[src/rtl/serial_add_seq.sv]
// Bit-serial adder sequencer: feeds an external 1-bit full adder LSB first
// and recirculates its carry into a WIDTH-bit sum.
module serial_add_seq #(
  parameter int WIDTH = 8
) (
  input  logic             clk,
  input  logic             rst,
  input  logic             start,
  input  logic [WIDTH-1:0] op_a,
  input  logic [WIDTH-1:0] op_b,
  input  logic             cin,
  output logic             busy,
  output logic             done,
  output logic [WIDTH-1:0] result,
  output logic             cout,
  output logic             bit_a,
  output logic             bit_b,
  output logic             bit_ci,
  input  logic             bit_sum,
  input  logic             bit_co
);

  localparam int CW = $clog2(WIDTH);

  typedef enum logic [1:0] {
    IDLE,
    SHIFT,
    DONE
  } state_t;

  state_t           state_q, state_d;
  logic [WIDTH-1:0] a_q, a_d;
  logic [WIDTH-1:0] b_q, b_d;
  logic [WIDTH-1:0] res_q, res_d;
  logic             carry_q, carry_d;
  logic [CW-1:0]    cnt_q, cnt_d;

  always_comb begin
    state_d = state_q;
    a_d     = a_q;
    b_d     = b_q;
    res_d   = res_q;
    carry_d = carry_q;
    cnt_d   = cnt_q;
    unique case (state_q)
      IDLE: begin
        if (start) begin
          state_d = SHIFT;
          a_d     = op_a;
          b_d     = op_b;
          carry_d = cin;
          cnt_d   = '0;
        end
      end
      SHIFT: begin
        res_d   = {bit_sum, res_q[WIDTH-1:1]};
        carry_d = bit_co;
        a_d     = a_q >> 1;
        b_d     = b_q >> 1;
        // hold the counter on the last bit so it never wraps
        if (cnt_q == CW'(WIDTH - 1)) begin
          state_d = DONE;
        end else begin
          cnt_d = cnt_q + CW'(1);
        end
      end
      DONE: begin
        state_d = IDLE;
      end
      default: begin
        state_d = IDLE;
      end
    endcase
  end

  always_ff @(posedge clk or posedge rst) begin
    if (rst) begin
      state_q <= IDLE;
      a_q     <= '0;
      b_q     <= '0;
      res_q   <= '0;
      carry_q <= 1'b0;
      cnt_q   <= '0;
    end else begin
      state_q <= state_d;
      a_q     <= a_d;
      b_q     <= b_d;
      res_q   <= res_d;
      carry_q <= carry_d;
      cnt_q   <= cnt_d;
    end
  end

  // adder inputs come straight from flops
  assign bit_a  = a_q[0];
  assign bit_b  = b_q[0];
  assign bit_ci = carry_q;
  assign busy   = (state_q == SHIFT);
  assign done   = (state_q == DONE);
  assign result = res_q;
  assign cout   = carry_q;

endmodule

[config.mk]
export PLATFORM = sky130hd
export DESIGN_NAME = serial_add_seq
export DESIGN_NICKNAME = d
export VERILOG_FILES = /design/src/rtl/serial_add_seq.sv
export SDC_FILE = /design/constraint.sdc
export NUM_CORES = 1
export LEC_CHECK = 0
export CORE_MARGIN = 2
export CORE_UTILIZATION = 56
export CTS_BUF_LIST = sky130_fd_sc_hd__clkbuf_4
export DETAILED_ROUTE_END_ITERATION = 10
export DONT_BUFFER_PORTS = 1
export PLACE_DENSITY = 0.71
export SLEW_MARGIN = 40
export SYNTH_ARGS = -nofsm -noshare
export SYNTH_HDL_FRONTEND = slang
export SYNTH_SLANG_ARGS = --single-unit
[constraint.sdc]
create_clock -name clk -period 3.5 [get_ports clk]
set_input_delay 0.35 -clock clk [delete_from_list [all_inputs] [get_ports clk]]
set_output_delay 0.35 -clock clk [all_outputs]
set_load 0.005 [all_outputs]
==> results.cfg <==
[sta]
setup_viol_count_final = 0
slew_headroom_pct = 48.4
worst_pin_slew_ns = 0.774
finClkSkew_ns = 0.00780
hold_violations = 0
post-route-period-util_pct = 53.6
finalSetupTns_ns = 0
fmax_ghz = 0.533
layout_min_cycle_time_ns = 1.87
rsz0062_at_grt = false
slew_violations = 0

[critical_path]
slowest_stage = dfrtp_1
startpoint_type = flip-flop
cp.required_ns = 3.15
reg2reg_slack_ns = 1.74
r2r-start = state_q[1]
r2r_cells = 3
r2r-end = b_q[1]
endpoint_kind = primary output
cp_top_family = flip-flops
worstSetupPathType = flip-flop to primary output
worstPathCellList = and2b_4
crit_arrival_ns = 1.52
slowest_delay_ns = 0.85
crit_buf_inv = 0
critPathMaxFanout = 25

[placement]
placed_cell_area_mm2 = 0.00151
place_congestion = 0.737
portBuffers = 0
hpwl_um = 1700

[grt]
grt-ovfl-total = 0
grt_pass1_wl_um = 4690
antenna_found_initial = 0
grt_start_max_net_pins = 43
grt_pass1_vias = 1036
grt_usage_pct = 18.9

[route]
viasPerCell = 6.20
drt-pass1-iter-count = 4
route.detailed.drc = 0
routedWlPerCell_um = 16.8
wl_um = 2740
drtIter0Drc = 46
final_antenna_net_count = 0
dr_total_vias = 1011

[status]
outcome = finished, final reports clean

[cells_and_area]
fin_nets = 155
syn2layout_area_growth_pct = 2.50
nFillCells = 238
drive_gt1_share_pct = 15.9
fin_area_mm2 = 0.00159
num_antenna_cells = 0

[power_and_ir_drop]
power.leakage_nw = 0.710
ir_worst_vdd_mv = 0.533
powerDensity_mw_per_mm2 = 863
power_mw = 1.37

[clock_network]
cts_resized = 0
cts-root-buf = clkbuf_4
cts_buffer_depth = 2
postCtsSetupBuffers = 0
clock-sinks = 30
cts_tree = built
insertion_delay_ns = 0.33
clk_pin_slew_worst_paths_ns = 0.10
ctsHoldBuffers = 1
cts_buffers = 5
cts.htree.levels = 2

[yosys]
synth-seq-cells = 30
synthCells = 135
yosys.area.top_type = dfrtp_1
netlist.area_leader.share_pct = 48.3
syn_area_mm2 = 0.00155
synth_nets = 159
seq_area_frac_synth_pct = 48.3
synth.avg_cell_area_um2 = 11.5
synth_area_leaders = dfrtp_1 48%, nor4b_1 8.5%, a211oi_1 6.3%
yosysUniqueCellTypes = 27
ys.warnings.count = 0

[floorplan]
fp.dieH_um = 56.7
num_rows = 19
die-area_mm2 = 0.00321
die_w_um = 56.7
boundaryPins = 36
start_util_pct = 57.8
core-area_mm2 = 0.00269

[worst_hold_path]
holdCritStartpoint = bit_sum
whs_path_depth = 1
holdPathEnd = result[7]
holdCritPathClass = input pin to flip-flop

[job]
maxCapViolCount = 0
sequential cells by signal (all words and copies together), names as in the netlist:
register and flops:
b_q 8, a_q 8, bit_ci 1, result 8, state_q 2, cnt_q 3
how the worst max path moves through the flow:
stage,from,to,slack [ns],depth (start not counted)
2_1_floorplan,cnt_q[0],cnt_q[2],2.14,4
3_3_place_gp,state_q[0],result[0],1.58,2
3_5_place_dp,state_q[1],b_q[6],1.77,3
4_1_cts,state_q[1],busy,1.62,1
5_1_grt,state_q[1],busy,1.53,1
6_report,state_q[1],busy,1.63,1
synth_stat cells, drive strengths merged:
cell type,number
mux2,8
nor2b,1
a21oi,1
nor4bb,3
o311ai,1
a211o,3
nand2,1
a21o,1
ha,2
and3,3
nand2b,2
nor4b,16
buf,11
dfrtp,30
nand4bb,1
clkbuf,2
and2,1
inv,18
a221oi,2
nor3b,13
a211oi,13
and2b,1
o21bai,1
stage by stage:
stage               worst slack, ns  cells  hold WS [ns]  util (%)
CTS                            1.62    163         0.138      59.3
finish                         1.63    163         0.148      59.3
global placement               1.58    154         0.463      56.0
floorplan                      2.14    135         0.441         -
global route                   1.53    163         0.135      59.3
detailed placement             1.77    154         0.346      56.0
power breakdown:
group	leakage [nW]	switching [mW]	internal (mW)
Clock	0.0450	0.122	0.148
Combinational	0.313	0.180	0.246
Sequential	0.352	0.170	0.509
cell usage in the layout, fill, tap and decap left out, types with 2 or more instances in the layout:
cell	n
nand2b_1	2
a211o_1	3
clkinv_2	2
nor3b_1	13
ha_1	2
and3_1	3
nor4bb_1	3
inv_1	17
a211oi_1	13
mux2_2	7
nor4b_1	15
a221oi_1	2
dfrtp_1	29
clkbuf_4	5
final cells by class:
class / instances / area, µm² / share of cell area, %
clock buffer: 5 / 37.5 / 2.36
clock inverter: 3 / 40.0 / 2.51
inverter: 18 / 67.6 / 4.24
multi-input combinational: 74 / 639 / 40.1
sequential: 30 / 752 / 47.2
tap: 31 / 38.8 / 2.44
timing repair buffer: 2 / 17.5 / 1.10
kinds of logic (layout without fill, tap and decap cells):
kind of cell | Yosys count | in the layout | share of synthesized area [%]
buf+inv | 31 | 28 | 10.5
fa+ha+maj | 2 | 2 | 1.61
flops | 30 | 30 | 48.3
mux | 8 | 8 | 5.80
simple gates | 42 | 42 | 22.1
compound gates | 22 | 22 | 11.7
layer usage:
metal  share of wire, %  track usage (%)  routed length, µm
met1                 46             24.5               1260
met3                6.7             7.37                184
met2                 46             27.4               1250
met4                1.9             9.18                 52
met5                  0                0                  0
Power figures use the tool's default switching activity.
